$ cat src/rtl/vga_timing_pkg.sv
// ---------------------------------------------------------------------------
// vga_timing_pkg
//   Shared raster constants for the 480x272 RGB565 panel. This package is the
//   single source of the timing defaults and derived totals, so the timing
//   generator and the sprite selector's active-window bounds cannot drift apart.
//   Contents:
//     - default porch/sync/active values (pixels for H, lines for V)
//     - counter and coordinate widths
//     - strobe_t: the {hsync, vsync, de} bundle carried through the delay line
//     - line_total(): sum of the four segments of a line or frame
// ---------------------------------------------------------------------------
package vga_timing_pkg;

    localparam int DEF_H_ACTIVE = 480;
    localparam int DEF_H_FP     = 2;
    localparam int DEF_H_SYNC   = 41;
    localparam int DEF_H_BP     = 2;

    localparam int DEF_V_ACTIVE = 272;
    localparam int DEF_V_FP     = 2;
    localparam int DEF_V_SYNC   = 10;
    localparam int DEF_V_BP     = 2;

    localparam int CNT_W   = 10;  // raster counter width
    localparam int COORD_W = 9;   // coordinate output width

    typedef struct packed {
        logic hsync;
        logic vsync;
        logic de;
    } strobe_t;

    // Segment order is active, front porch, sync, back porch.
    function automatic int line_total(input int active, input int fp,
                                      input int sync, input int bp);
        return active + fp + sync + bp;
    endfunction

    localparam int DEF_H_TOTAL = line_total(DEF_H_ACTIVE, DEF_H_FP, DEF_H_SYNC, DEF_H_BP);
    localparam int DEF_V_TOTAL = line_total(DEF_V_ACTIVE, DEF_V_FP, DEF_V_SYNC, DEF_V_BP);

endpackage

$ cat src/rtl/vga_timing_delay_line.sv
// ---------------------------------------------------------------------------
// delay_line
//   Asynchronous-reset shift register that delays a WIDTH-bit bundle by DEPTH
//   clocks. DEPTH = 0 is a pure wire (no registers). Every stage resets to
//   RST_VAL so the delayed outputs come out of reset at their idle levels.
//   Ports:
//     clk    in  1      clock
//     rst_n  in  1      asynchronous active-low reset
//     d      in  WIDTH  bundle to delay
//     q      out WIDTH  bundle delayed by DEPTH clocks
// ---------------------------------------------------------------------------
module delay_line #(
    parameter int               WIDTH   = 3,
    parameter int               DEPTH   = 1,
    parameter logic [WIDTH-1:0] RST_VAL = '0
) (
    input  logic             clk,
    input  logic             rst_n,
    input  logic [WIDTH-1:0] d,
    output logic [WIDTH-1:0] q
);

    generate
        if (DEPTH == 0) begin : g_bypass
            // Clock and reset are intentionally unused in the bypass case.
            logic unused_ctrl;
            assign unused_ctrl = clk ^ rst_n;
            assign q = d;
        end else begin : g_shift
            logic [WIDTH-1:0] stage [DEPTH];

            always_ff @(posedge clk or negedge rst_n) begin
                if (!rst_n) begin
                    for (int i = 0; i < DEPTH; i++) begin
                        stage[i] <= RST_VAL;
                    end
                end else begin
                    stage[0] <= d;
                    for (int i = 1; i < DEPTH; i++) begin
                        stage[i] <= stage[i-1];
                    end
                end
            end

            assign q = stage[DEPTH-1];
        end
    endgenerate

endmodule

$ cat src/rtl/vga_timing.sv
// ---------------------------------------------------------------------------
// vga_timing
//   Raster timing generator for the 480x272 panel. Free-running horizontal and
//   vertical counters are decoded into coordinates, a frame-start pulse and the
//   panel strobes. Coordinates and o_frame leave after one register stage; the
//   strobes pass through an extra PIPE_DLY-deep delay line so they reach the
//   panel together with the colour coming out of the sprite selector's ROM.
//   Ports:
//     i_clk    in  1  pixel clock, one clock per pixel
//     i_rst_n  in  1  asynchronous active-low reset
//     o_x      out 9  horizontal coordinate (0 outside the active line)
//     o_y      out 9  vertical coordinate (0 outside the active frame)
//     o_hsync  out 1  horizontal sync, level SYNC_POL when active, delayed
//     o_vsync  out 1  vertical sync, level SYNC_POL when active, delayed
//     o_de     out 1  data enable, delayed
//     o_frame  out 1  one-clock pulse at pixel (0,0), undelayed
// ---------------------------------------------------------------------------
module vga_timing
    import vga_timing_pkg::*;
#(
    parameter int H_ACTIVE = DEF_H_ACTIVE,
    parameter int H_FP     = DEF_H_FP,
    parameter int H_SYNC   = DEF_H_SYNC,
    parameter int H_BP     = DEF_H_BP,
    parameter int V_ACTIVE = DEF_V_ACTIVE,
    parameter int V_FP     = DEF_V_FP,
    parameter int V_SYNC   = DEF_V_SYNC,
    parameter int V_BP     = DEF_V_BP,
    parameter bit SYNC_POL = 1'b0,
    parameter int PIPE_DLY = 1
) (
    input  logic               i_clk,
    input  logic               i_rst_n,
    output logic [COORD_W-1:0] o_x,
    output logic [COORD_W-1:0] o_y,
    output logic               o_hsync,
    output logic               o_vsync,
    output logic               o_de,
    output logic               o_frame
);

    localparam int H_TOTAL = line_total(H_ACTIVE, H_FP, H_SYNC, H_BP);
    localparam int V_TOTAL = line_total(V_ACTIVE, V_FP, V_SYNC, V_BP);

    localparam logic [CNT_W-1:0] H_LAST     = CNT_W'(H_TOTAL - 1);
    localparam logic [CNT_W-1:0] V_LAST     = CNT_W'(V_TOTAL - 1);
    localparam logic [CNT_W-1:0] H_ACT_END  = CNT_W'(H_ACTIVE);
    localparam logic [CNT_W-1:0] V_ACT_END  = CNT_W'(V_ACTIVE);
    localparam logic [CNT_W-1:0] HS_START   = CNT_W'(H_ACTIVE + H_FP);
    localparam logic [CNT_W-1:0] HS_END     = CNT_W'(H_ACTIVE + H_FP + H_SYNC);
    localparam logic [CNT_W-1:0] VS_START   = CNT_W'(V_ACTIVE + V_FP);
    localparam logic [CNT_W-1:0] VS_END     = CNT_W'(V_ACTIVE + V_FP + V_SYNC);

    localparam strobe_t STROBE_IDLE = '{hsync: !SYNC_POL, vsync: !SYNC_POL, de: 1'b0};

    logic [CNT_W-1:0]   h_cnt;
    logic [CNT_W-1:0]   v_cnt;

    logic [COORD_W-1:0] x_p0;
    logic [COORD_W-1:0] y_p0;
    logic               frame_p0;
    strobe_t            strobe_p0;

    logic [COORD_W-1:0] x_p1;
    logic [COORD_W-1:0] y_p1;
    logic               frame_p1;
    strobe_t            strobe_p1;

    strobe_t            strobe_dly;

    // Raster counters: v_cnt advances only on the h_cnt wrap, so both wrap
    // together on the last pixel of the frame.
    always_ff @(posedge i_clk or negedge i_rst_n) begin
        if (!i_rst_n) begin
            h_cnt <= '0;
            v_cnt <= '0;
        end else if (h_cnt == H_LAST) begin
            h_cnt <= '0;
            v_cnt <= (v_cnt == V_LAST) ? '0 : v_cnt + CNT_W'(1);
        end else begin
            h_cnt <= h_cnt + CNT_W'(1);
        end
    end

    // ---- stage p0: decode of the current counter position ----
    always_comb begin
        x_p0            = '0;
        y_p0            = '0;
        frame_p0        = 1'b0;
        strobe_p0       = STROBE_IDLE;

        if (h_cnt < H_ACT_END) x_p0 = h_cnt[COORD_W-1:0];
        if (v_cnt < V_ACT_END) y_p0 = v_cnt[COORD_W-1:0];

        frame_p0        = (h_cnt == '0) && (v_cnt == '0);
        strobe_p0.de    = (h_cnt < H_ACT_END) && (v_cnt < V_ACT_END);

        // vsync decodes v_cnt only, which changes on the h_cnt wrap, so its
        // edges are line-aligned without any extra qualification.
        if ((h_cnt >= HS_START) && (h_cnt < HS_END)) strobe_p0.hsync = SYNC_POL;
        if ((v_cnt >= VS_START) && (v_cnt < VS_END)) strobe_p0.vsync = SYNC_POL;
    end

    // ---- stage p1: output registers ----
    always_ff @(posedge i_clk or negedge i_rst_n) begin
        if (!i_rst_n) begin
            x_p1      <= '0;
            y_p1      <= '0;
            frame_p1  <= 1'b0;
            strobe_p1 <= STROBE_IDLE;
        end else begin
            x_p1      <= x_p0;
            y_p1      <= y_p0;
            frame_p1  <= frame_p0;
            strobe_p1 <= strobe_p0;
        end
    end

    // ---- strobe delay: aligns sync/DE with the sprite ROM read ----
    delay_line #(
        .WIDTH   ($bits(strobe_t)),
        .DEPTH   (PIPE_DLY),
        .RST_VAL (STROBE_IDLE)
    ) u_strobe_dly (
        .clk   (i_clk),
        .rst_n (i_rst_n),
        .d     (strobe_p1),
        .q     (strobe_dly)
    );

    assign o_x     = x_p1;
    assign o_y     = y_p1;
    assign o_frame = frame_p1;
    assign o_hsync = strobe_dly.hsync;
    assign o_vsync = strobe_dly.vsync;
    assign o_de    = strobe_dly.de;

endmodule

$ cat config.mk
export PLATFORM = sky130hd
export DESIGN_NAME = vga_timing
export DESIGN_NICKNAME = d
export VERILOG_FILES = /design/src/rtl/vga_timing_pkg.sv /design/src/rtl/vga_timing_delay_line.sv /design/src/rtl/vga_timing.sv
export SDC_FILE = /design/constraint.sdc
export NUM_CORES = 1
export LEC_CHECK = 0
export BUFFER_PORTS_ARGS = -buffer_cell sky130_fd_sc_hd__buf_2
export CORE_UTILIZATION = 50
export CTS_CLUSTER_DIAMETER = 50
export CTS_CLUSTER_SIZE = 12
export DETAILED_ROUTE_END_ITERATION = 16
export GPL_TIMING_DRIVEN = 0
export PLACE_DENSITY = 0.79
export SETUP_SLACK_MARGIN = 0.3
export SYNTH_ARGS = -nofsm -noshare
export SYNTH_HDL_FRONTEND = slang
export SYNTH_SLANG_ARGS = --single-unit
export TNS_END_PERCENT = 50
$ cat constraint.sdc
create_clock -name i_clk -period 2.5 [get_ports i_clk]
set_clock_uncertainty 0.1 [all_clocks]
set_input_delay 0.125 -clock i_clk [delete_from_list [all_inputs] [get_ports i_clk]]
set_output_delay 0.125 -clock i_clk [all_outputs]
set_load 0.03 [all_outputs]
# Word level (Yosys, flattened, before mapping)
# Cells that the tools add are included.
[word_totals]
latch_bits = 0
input_bits = 2
out_inout_bits = 22
elab_cells = 31
mem_count = 0
mem_bits_rw = 0
rom_bits = 0
ff_bits = 45
[classes]
n_mux = 6
add_sub_neg = 2
n_eq_ne = 2
n_bitwise = 0
shift = 0
n_mul = 0
magnitude_cmp = 6
reduce_logical = 6
div = 0
[ops]
columns = ["operator", "count"]
rows = [
  ["< comparator 10 x 9 -> 1 bit (second input constant)", 3],
  ["adder 10 x 1 -> 10 bit (second input constant)", 2],
  ["greater-or-equal comparator 10 x 9 -> 1 bit (second input constant)", 2],
  ["logical NOT 10 bit", 2],
  ["two-way mux 10 bit", 2],
  ["two-way mux 9 bit", 2],
  ["== test 10 bit (second input constant)", 1],
  ["== test 10 x 9 -> 1 bit (second input constant)", 1],
  ["< comparator 10 bit (second input constant)", 1],
  ["logical AND 1 bit", 4],
  ["two-way mux 1 bit", 2],
]

# Depth between registers and ports, before layout
# Gate-level depths: netlist of the first run.
[depth]
word_depth = 3
depth_mapped = 7

# Modules after synthesis
# Synthesis of the first run repeated with hierarchy kept, for this count alone.
[hier_totals]
hier_cells = 166
area_unflattened_um2 = 1933.1
[by_module_without_submodules]
columns = ["mod", "instances", "cells_per_inst", "area_each_um2", "seq_area_each_um2"]
rows = [
  ["vga_timing", 1, 163, 1855.5, 1053.5],
  ["delay_line", 1, 3, 77.6, 77.6],
]

# Least setup slack after synthesis of the first run
# No wires, ideal clock.
[synth_path]
path_type = "reg2reg"
startpoint = "register h_cnt[0]"
endpoint = "register v_cnt[9]"
arrival_time_ns = 2.035
slack_ns = 0.286
required_ns = 2.321
path_buffers = 1
path_stages_with_launch = 8
cell_sequence = "dfrtp_1 inv_1 ha_1 or4b_4 or4_4 buf_6 nor4_4 xor2_1"
[synth_via]
elab_chain_cells = 1
[synth_lines]
columns = ["element", "line_no", "rtl"]
rows = [
  ["from (decl)", "vga_timing.sv:56", "logic [CNT_W-1:0] h_cnt;"],
  ["from (signal assigned)", "vga_timing.sv:81", "h_cnt <= h_cnt + CNT_W'(1);"],
  ["== test 10 bit", "vga_timing.sv:77", "end else if (h_cnt == H_LAST) begin"],
  ["to (signal assigned)", "vga_timing.sv:79", "v_cnt <= (v_cnt == V_LAST) ? '0 : v_cnt + CNT_W'(1);"],
  ["to (decl)", "vga_timing.sv:57", "logic [CNT_W-1:0] v_cnt;"],
]
# Every way passes these cells.
# A chain may end at the register's enable or synchronous reset.

# Worst setup path after layout of the first run
[layout_path]
startpoint = "register h_cnt[1]"
endpoint = "register v_cnt[8]"
# The elaborated chain is that of the path after synthesis.

==> impl_metrics.py, run 1 <==
metrics = {
    "pwr": {
        "power_frac_comb_pct": 1.1,
        "p_total_uw": 1370,
        "p_sw_share_pct": 18.1,
        "p_leak_uw": 0.00108,
        "power_density_mw_per_mm2": 607,
        "p_sw_uw": 249,
        "seqPwrFrac_pct": 52.9,
        "power_frac_clock_pct": 46.0,
        "ir_drop_mv": 0.309,
        "power.internal_uw": 1130,
    },
    "synthesis": {
        "synth_area_leader_cell": "dfrtp_1",
        "synth_fp_nets": 171,
        "seq_area_frac_synth_pct": 59.7,
        "synthTopCellsByArea": "dfrtp_1 54%, dfstp_2 5.5%, and2_1 5.3%, ha_1 3.3%, xnor2_1 2.8%",
        "synth_top_area_share_pct": 54.2,
        "synth_cells": 164,
        "yosysWarningCount": 0,
        "ys_types": 35,
        "synth_edf_count": 0,
        "synth_flop_cell": "dfrtp_1",
        "syn_area_mm2": 0.00189,
        "yosysMostFrequentCell": "dfrtp_1",
        "synth_common_cells": "41 x dfrtp_1, 16 x and2_1, 13 x nand2_1",
        "synthArstFlopShare_pct": 100,
        "ys_seq_elements": 45,
        "avgSynthCellArea_um2": 11.6,
    },
    "worst_setup_path": {
        "crit_type": "reg -> reg",
        "crit_required_ns": 2.62,
        "cp.arrival_ns": 2.41,
        "critPathMaxStageDelay_ns": 0.46,
        "cp-start-kind": "register",
        "crit_family": "simple AND/OR/NAND/NOR gates",
        "path_cells": "inv_2 -> ha_4 -> or4b_4 -> or4_4 -> buf_6 -> o31a_1 -> a31oi_1",
        "crit_fanout": 8,
        "crit_buf_inv": 2,
        "slowest_stage": "or4b_4",
        "endpoint_kind": "register",
    },
    "die": {
        "start_util_pct": 54.6,
        "pin_count": 24,
        "die_y_um": 63.6,
        "chipWidth_um": 63.6,
        "coreArea_mm2": 0.00347,
        "num_rows": 21,
        "die_area_mm2": 0.00404,
    },
    "cts": {
        "cts_buffers": 5,
        "clock-sinks": 45,
        "clock-root-buffer": "clkbuf_8",
        "cts_tree": "done",
        "clk_path_buf_depth": 2,
        "htreeDepth": 2,
        "clk_latency_ns": 0.30,
        "clk_pin_slew_ns": 0.08,
    },
    "global_route": {
        "grt_pass1_vias": 1371,
        "grt_pass1_wl_mm": 6.35,
        "antenna_found_initial": 0,
        "grt_max_degree": 46,
        "track_usage_pct": 20.6,
        "grt_remaining_overflow": 0,
    },
    "status": {
        "status": "completed",
    },
    "cells_and_area": {
        "layout-drive-gt1-share_pct": 26.0,
        "syn_to_final_growth_pct": 19.6,
        "stdcell_area_mm2": 0.00227,
        "nNetsFinal": 206,
        "diodes": 0,
        "seq_area_mm2": 0.00113,
        "n_fill_cell": 258,
        "multiInputGateArea_um2": 723,
    },
    "timing": {
        "final.period_utilization_pct": 91.5,
        "hold_violations": 0,
        "rsz0062_at_grt": "true",
        "setup_viol": 0,
        "tns_ns": 0,
        "slew_headroom_pct": 37.0,
        "period_needed_ns": 2.29,
        "tightest_slew_ns": 0.944,
        "max_freq_ghz": 0.437,
        "drv_slew": 0,
    },
    "place": {
        "postPlaceCellArea_mm2": 0.00207,
        "dpl.hpwl_mm": 2.31,
        "portBuffers": 23,
        "gp_congestion": 0.847,
    },
    "flow_run": {
        "timing.max_cap.violations": 0,
    },
    "routing": {
        "via_per_inst": 5.60,
        "wl_mm": 3.77,
        "antenna_left": 0,
        "post_drt_wl_per_cell_um": 15.3,
        "drc": 0,
        "drt_pass1_iterations": 4,
        "vias": 1377,
        "drt-initial-drc-count": 129,
    },
    "hold_path": {
        "hold_path_class": "reg -> reg",
    },
}
through the flow:
| stage | cells | utilization [%] | setup slack (ns) | hold slack [ns] |
|---|---|---|---|---|
| floorplan | 164 | - | 0.287 | -0.271 |
| global placement | 233 | 59.6 | 0.126 | 0.202 |
| detailed placement | 233 | 59.6 | 0.0908 | 0.215 |
| CTS | 246 | 65.2 | 0.247 | 0.262 |
| global route | 246 | 65.3 | 0.163 | 0.270 |
| finish | 246 | 65.3 | 0.213 | 0.259 |
registers in the layout, summed over array words and instances, names as in the netlist:
signal	cells
v_cnt	10
o_x	9
o_frame	1
strobe_p1	3
u_strobe_dly.q	3
h_cnt	10
o_y	9
layout make-up:
| type | instances | share of cell area (%) |
|---|---|---|
| buffer | 7 | 1.88 |
| clock buffer | 5 | 3.04 |
| clock inverter | 3 | 2.87 |
| inverter | 6 | 0.994 |
| multi-input combinational | 106 | 31.9 |
| sequential | 45 | 49.9 |
| tap | 46 | 2.54 |
| timing repair buffer | 28 | 6.85 |
cells by family (layout without fill, tap and decap cells):
family	after synthesis	count (layout)	share of synthesized area, %
AND/OR/NAND/NOR	74	74	22.8
adder cells (fa/ha/maj)	5	5	3.30
buffers and inverters	13	49	3.37
AO/OA/AOI/OAI	16	16	5.75
XOR/XNOR	11	11	5.09
flip-flops	45	45	59.7
layout by cell type (no fill, tap or decap), types with 2 or more instances in the layout:
| cell type | count |
|---|---|
| inv_2 | 2 |
| a31oi_1 | 3 |
| nand4_1 | 3 |
| dfrtp_1 | 41 |
| xnor2_1 | 6 |
| nand3_1 | 10 |
| and3_1 | 3 |
| buf_6 | 2 |
| nor3_1 | 7 |
| buf_2 | 24 |
| nand4b_1 | 2 |
| xor2_1 | 5 |
| buf_4 | 4 |
| inv_1 | 4 |
| clkbuf_8 | 5 |
| ha_1 | 4 |
| nand2_1 | 13 |
| o21ai_0 | 4 |
| and2_1 | 16 |
| bufinv_16 | 2 |
| nor4_1 | 2 |
| dfstp_2 | 4 |
| nor2_1 | 8 |
| o41ai_1 | 2 |
| clkbuf_1 | 4 |
timing repair:
action / in CTS / in global routing
cloned: 0 / 0
setup buffers: 4 / 0
pin swaps: 2 / 0
resized for setup: 6 / 2
hold endpoints to repair: 41 / 0
endpoints found under the setup margin: 13 / 15
hold buffers: 1 / 0
worst paths after layout:
check                                   from                 to  slack, ns  cells after the start
worst min register to register  strobe_p1[0]  u_strobe_dly.q[0]       0.26                      0
worst min-delay path            strobe_p1[0]  u_strobe_dly.q[0]       0.26                      0
worst max register to register      h_cnt[1]           v_cnt[8]       0.21                      7
worst max-delay path                h_cnt[1]           v_cnt[8]       0.21                      7
max in group asynchronous            i_rst_n           v_cnt[6]       1.31                      2
min in group asynchronous            i_rst_n             o_x[4]       0.41                      2
power by group through the flow:
stage          logic, uW  clock network (uW)  registers, uW
2_1_floorplan   0.000295                   0            742
3_3_place_gp        13.9                   0            742
3_5_place_dp        14.3                   0            742
4_1_cts             15.7                 639            727
5_1_grt             17.7                 677            728
6_report            14.5                 633            727
layer usage:
metal	up-vias	track usage, %	wire [um]
li1	639	-	-
met1	673	25.9	1550
met2	57	32.3	1890
met3	8	5.62	257
met4	0	11.1	71
met5	-	0	0
Power figures use the tool's default switching activity.
==> run 2, diff against run 1 <==
--- a/config.mk
+++ b/config.mk
@@ -7,10 +7,11 @@
 export LEC_CHECK = 0
 export BUFFER_PORTS_ARGS = -buffer_cell sky130_fd_sc_hd__buf_2
 export CORE_UTILIZATION = 50
-export CTS_CLUSTER_DIAMETER = 50
+export CTS_CLUSTER_DIAMETER = 40
 export CTS_CLUSTER_SIZE = 12
 export DETAILED_ROUTE_END_ITERATION = 16
 export GPL_TIMING_DRIVEN = 0
+export MAX_ROUTING_LAYER = met4
 export PLACE_DENSITY = 0.79
 export SETUP_SLACK_MARGIN = 0.3
 export SYNTH_ARGS = -nofsm -noshare
==> impl_metrics.py, run 2 (same netlist as run 1, synthesis figures left out) <==
metrics = {
    "cells_and_area": {
        "nNetsFinal": 206,
        "n_fill_cell": 258,
        "final_common_cell": "dfrtp_1",
        "syn_to_final_growth_pct": 19.6,
        "top_regs": "h_cnt (10), v_cnt (10)",
        "layout-drive-gt1-share_pct": 26.0,
        "diodes": 0,
        "mostFrequentLayoutCells": "41 x dfrtp_1, 24 x buf_2, 16 x and2_1, 13 x nand2_1, 10 x nand3_1",
    },
    "die": {
        "chipWidth_um": 63.6,
        "num_rows": 21,
        "coreArea_mm2": 0.00347,
        "start_util_pct": 54.6,
        "pin_count": 24,
        "die_y_um": 63.6,
        "die_area_mm2": 0.00404,
    },
    "cts": {
        "clk_latency_ns": 0.30,
        "clk_pin_slew_ns": 0.08,
        "clock-sinks": 45,
        "cts_buffers": 5,
        "clk_path_buf_depth": 2,
        "cts_tree": "done",
        "htreeDepth": 2,
        "clock-root-buffer": "clkbuf_8",
    },
    "routing": {
        "drt-initial-drc-count": 127,
        "antenna_left": 0,
        "via_per_inst": 5.74,
        "wl_mm": 3.79,
        "vias": 1411,
        "drc": 0,
        "post_drt_wl_per_cell_um": 15.4,
        "drt_pass1_iterations": 4,
    },
    "timing": {
        "tightest_slew_ns": 0.944,
        "slew_headroom_pct": 37.1,
        "hold_violations": 0,
        "final.period_utilization_pct": 91.8,
        "setup_viol": 0,
        "tns_ns": 0,
        "rsz0062_at_grt": "true",
        "setup_slack_ns": 0.206,
        "max_freq_ghz": 0.436,
        "drv_slew": 0,
        "whs_ns": 0.259,
        "period_needed_ns": 2.29,
    },
    "worst_setup_path": {
        "cp-start-kind": "register",
        "crit_required_ns": 2.57,
        "crit_type": "reg -> reg",
        "cp.arrival_ns": 2.36,
        "endpoint_kind": "register",
        "crit_fanout": 8,
        "rr_worst_depth": 7,
    },
    "place": {
        "dp_slack_ns": 0.0908,
        "gp_congestion": 0.861,
        "dpl.hpwl_mm": 2.31,
        "portBuffers": 23,
    },
    "pwr": {
        "p_total_uw": 1380,
        "p_leak_uw": 0.00108,
        "ir_drop_mv": 0.309,
        "power_density_mw_per_mm2": 607,
    },
    "status": {
        "status": "completed",
    },
    "global_route": {
        "grt_pass1_wl_mm": 6.36,
        "grt_max_degree": 46,
        "track_usage_pct": 21.2,
        "grt_remaining_overflow": 0,
        "antenna_found_initial": 0,
        "grt_pass1_vias": 1376,
    },
    "hold_path": {
        "whs_path_depth": 0,
        "hold_path_class": "reg -> reg",
    },
    "flow_run": {
        "timing.max_cap.violations": 0,
    },
}
==> run 2: metrics by stage <==
step | cell area (um2) | instances | util [%]
CTS | 2260 | 246 | 65.2
global route | 2270 | 246 | 65.3
floorplan | 1890 | 164 | -
detailed placement | 2070 | 233 | 59.6
global placement | 2070 | 233 | 59.6
finish | 2270 | 246 | 65.3
==> run 2: final timing paths <==
| check | from | endpoint | slack [ns] |
|---|---|---|---|
| max reg2reg | h_cnt[1] | v_cnt[5] | 0.21 |
| min in group asynchronous | i_rst_n | o_x[4] | 0.41 |
| min | strobe_p1[0] | u_strobe_dly.q[0] | 0.26 |
| min reg2reg | strobe_p1[0] | u_strobe_dly.q[0] | 0.26 |
| max in group asynchronous | i_rst_n | v_cnt[6] | 1.31 |
| max | h_cnt[1] | v_cnt[5] | 0.21 |
==> run 2: critical path: stages, from the launching register on <==
cell,delay [ns]
dfrtp_1,0.41
inv_2,0.10
ha_4,0.13
or4b_4,0.46
or4_4,0.43
buf_6,0.16
o31ai_2,0.26
o41ai_1,0.12
==> run 2: power breakdown <==
| part | total [uW] | switching (uW) | internal (uW) |
|---|---|---|---|
| clock | 633 | 236 | 397 |
| combinational | 14.6 | 13.0 | 1.55 |
| sequential | 727 | 0 | 727 |
| total | 1380 | 249 | 1130 |
==> run 2: repair_timing <==
action / in CTS / in global routing
hold endpoints to repair: 41 / 0
endpoints found under the setup margin: 13 / 15
pin swaps: 2 / 0
buffers inserted: 4 / 0
gates resized for setup: 6 / 2
hold buffers: 1 / 0
==> run 2: area by class of cell <==
type | instances | area [um2] | share of cell area [%]
inverter | 6 | 22.5 | 0.994
sequential | 45 | 1130 | 49.9
multi-input combinational | 106 | 723 | 31.9
clock inverter | 3 | 65.1 | 2.87
tap | 46 | 57.6 | 2.54
timing repair buffer | 28 | 155 | 6.85
clock buffer | 5 | 68.8 | 3.04
buffer | 7 | 42.5 | 1.88
==> run 2: routing by layer <==
metal | track usage, % | wire (um) | up-vias
li1 | - | - | 637
met1 | 25.9 | 1580 | 689
met2 | 32.3 | 1860 | 65
met3 | 5.62 | 225 | 20
met4 | 11.1 | 125 | 0
met5 | - | 0 | -
==> run 3, diff against run 2 <==
--- a/config.mk
+++ b/config.mk
@@ -6,7 +6,9 @@
 export NUM_CORES = 1
 export LEC_CHECK = 0
 export BUFFER_PORTS_ARGS = -buffer_cell sky130_fd_sc_hd__buf_2
+export CORE_MARGIN = 5
 export CORE_UTILIZATION = 50
+export CTS_BUF_LIST = sky130_fd_sc_hd__clkbuf_4
 export CTS_CLUSTER_DIAMETER = 40
 export CTS_CLUSTER_SIZE = 12
 export DETAILED_ROUTE_END_ITERATION = 16
==> impl_metrics.py, run 3 (same netlist as run 1, synthesis figures left out) <==
metrics = {
    "cells_and_area": {
        "mostFrequentLayoutCells": "41 x dfrtp_1, 23 x buf_2, 16 x and2_1, 13 x nand2_1, 10 x nand3_1",
        "diodes": 0,
        "top_regs": "h_cnt (10), v_cnt (10)",
        "syn_to_final_growth_pct": 15.9,
        "layout-drive-gt1-share_pct": 26.0,
        "final_common_cell": "dfrtp_1",
        "nNetsFinal": 206,
        "postLayoutCoreUtil_pct": 60.0,
    },
    "worst_setup_path": {
        "crit_fanout": 8,
        "cp.arrival_ns": 2.46,
        "crit_family": "simple AND/OR/NAND/NOR gates",
        "endpoint_kind": "register",
        "crit_buf_inv": 2,
        "critPathMaxStageDelay_ns": 0.47,
        "slowest_stage": "or4b_4",
        "cp-start-kind": "register",
        "crit_type": "reg -> reg",
        "crit_required_ns": 2.69,
        "path_cells": "inv_2 -> ha_4 -> or4b_4 -> or4_4 -> buf_6 -> o31a_1 -> a31oi_1",
    },
    "routing": {
        "drc": 0,
        "vias": 1327,
        "drt-initial-drc-count": 94,
        "wl_mm": 3.49,
        "antenna_left": 0,
        "drt_pass1_iterations": 4,
        "via_per_inst": 5.35,
        "post_drt_wl_per_cell_um": 14.1,
    },
    "global_route": {
        "grt_pass1_wl_mm": 6.06,
        "antenna_found_initial": 0,
        "grt_pass1_vias": 1292,
        "track_usage_pct": 16.0,
        "grt_max_degree": 46,
        "grt_remaining_overflow": 0,
    },
    "timing": {
        "period_needed_ns": 2.27,
        "tns_ns": 0,
        "max_freq_ghz": 0.441,
        "tightest_slew_ns": 0.939,
        "final.period_utilization_pct": 90.6,
        "setup_viol": 0,
        "slew_headroom_pct": 37.4,
        "hold_violations": 0,
        "setup_slack_ns": 0.235,
        "rsz0062_at_grt": "true",
        "drv_slew": 0,
    },
    "cts": {
        "clock-sinks": 45,
        "htreeDepth": 2,
        "cts_buffers": 5,
        "clk_pin_slew_ns": 0.12,
        "clk_latency_ns": 0.36,
        "clk_path_buf_depth": 2,
        "cts_tree": "done",
        "clock-root-buffer": "clkbuf_4",
    },
    "die": {
        "num_rows": 22,
        "start_util_pct": 51.7,
        "die_y_um": 71.6,
        "die_area_mm2": 0.00512,
        "pin_count": 24,
        "chipWidth_um": 71.6,
        "coreArea_mm2": 0.00366,
    },
    "place": {
        "gp_congestion": 0.874,
        "portBuffers": 23,
        "dp_slack_ns": 0.0140,
        "dpl.hpwl_mm": 2.43,
    },
    "hold_path": {
        "hold_path_class": "reg -> reg",
    },
    "pwr": {
        "ir_drop_mv": 0.194,
        "p_leak_uw": 0.00106,
        "power_density_mw_per_mm2": 490,
    },
    "flow_run": {
        "timing.max_cap.violations": 0,
    },
    "status": {
        "status": "completed",
    },
}
run 3: cell count changes in the layout (fill, tap and decap cells not counted), sizes merged:
cell    change
clkbuf      +2
clkinv      +1
bufinv      -2
buf         -1
run 3: worst register-to-register path: cells and delay by family (launching register included):
family,cells,cell delay [ns]
DFF,1,0.41
and+or+nand+nor,2,0.90
AOI/OAI and AO/OA,2,0.42
adders and majority gates,1,0.14
buffers and inverters,2,0.24
run 3: final cells by class:
class	instances	area (um2)
buffer	7	42.5
clock buffer	6	45.0
clock inverter	2	10.0
fill	302	1470
inverter	6	22.5
multi-input combinational	106	729
sequential	45	1130
tap	48	60.1
timing repair buffer	28	155
run 3: final timing paths:
check                              from           endpoint  slack, ns  cells past startpoint
setup reg to reg               h_cnt[0]           v_cnt[8]       0.23                      7
min in group asynchronous       i_rst_n           h_cnt[0]       0.34                      2
setup / recovery               h_cnt[0]           v_cnt[8]       0.23                      7
max in group asynchronous       i_rst_n             o_y[1]       1.38                      2
hold / removal             strobe_p1[1]  u_strobe_dly.q[1]       0.27                      0
hold reg to reg            strobe_p1[1]  u_strobe_dly.q[1]       0.27                      0
run 3: power breakdown:
| part | internal (uW) | switching, uW | leakage, uW |
|---|---|---|---|
| Clock | 118 | 216 | 0.0000354 |
| Combinational | 1.55 | 13.0 | 0.000448 |
| Sequential | 728 | 0 | 0.000580 |
| Total | 848 | 229 | 0.00106 |
run 3: repair_timing:
| action | CTS | global route |
|---|---|---|
| pin swaps | 1 | 0 |
| setup endpoints to repair | 15 | 13 |
| resized for setup | 5 | 4 |
| hold buffers | 1 | 0 |
| hold endpoints to repair | 41 | 0 |
| buffers inserted | 3 | 1 |
run 3: per-stage QoR:
| stage | std cells | hold slack (ns) | area, um2 | total power (uW) |
|---|---|---|---|---|
| 3_5_place_dp | 235 | 0.219 | 2070 | 756 |
| 3_3_place_gp | 235 | 0.205 | 2070 | 756 |
| 2_1_floorplan | 164 | -0.271 | 1890 | 742 |
| 5_1_grt | 248 | 0.270 | 2200 | 1130 |
| 4_1_cts | 247 | 0.266 | 2180 | 1100 |
| 6_report | 248 | 0.265 | 2200 | 1080 |
run 3: metal layers:
metal	global-route usage (%)	part of all wire [%]	vias up
li1	-	-	636
met1	18.8	42	640
met2	24.9	50	42
met3	3.37	5.1	9
met4	10.4	3.1	0
met5	-	0	-
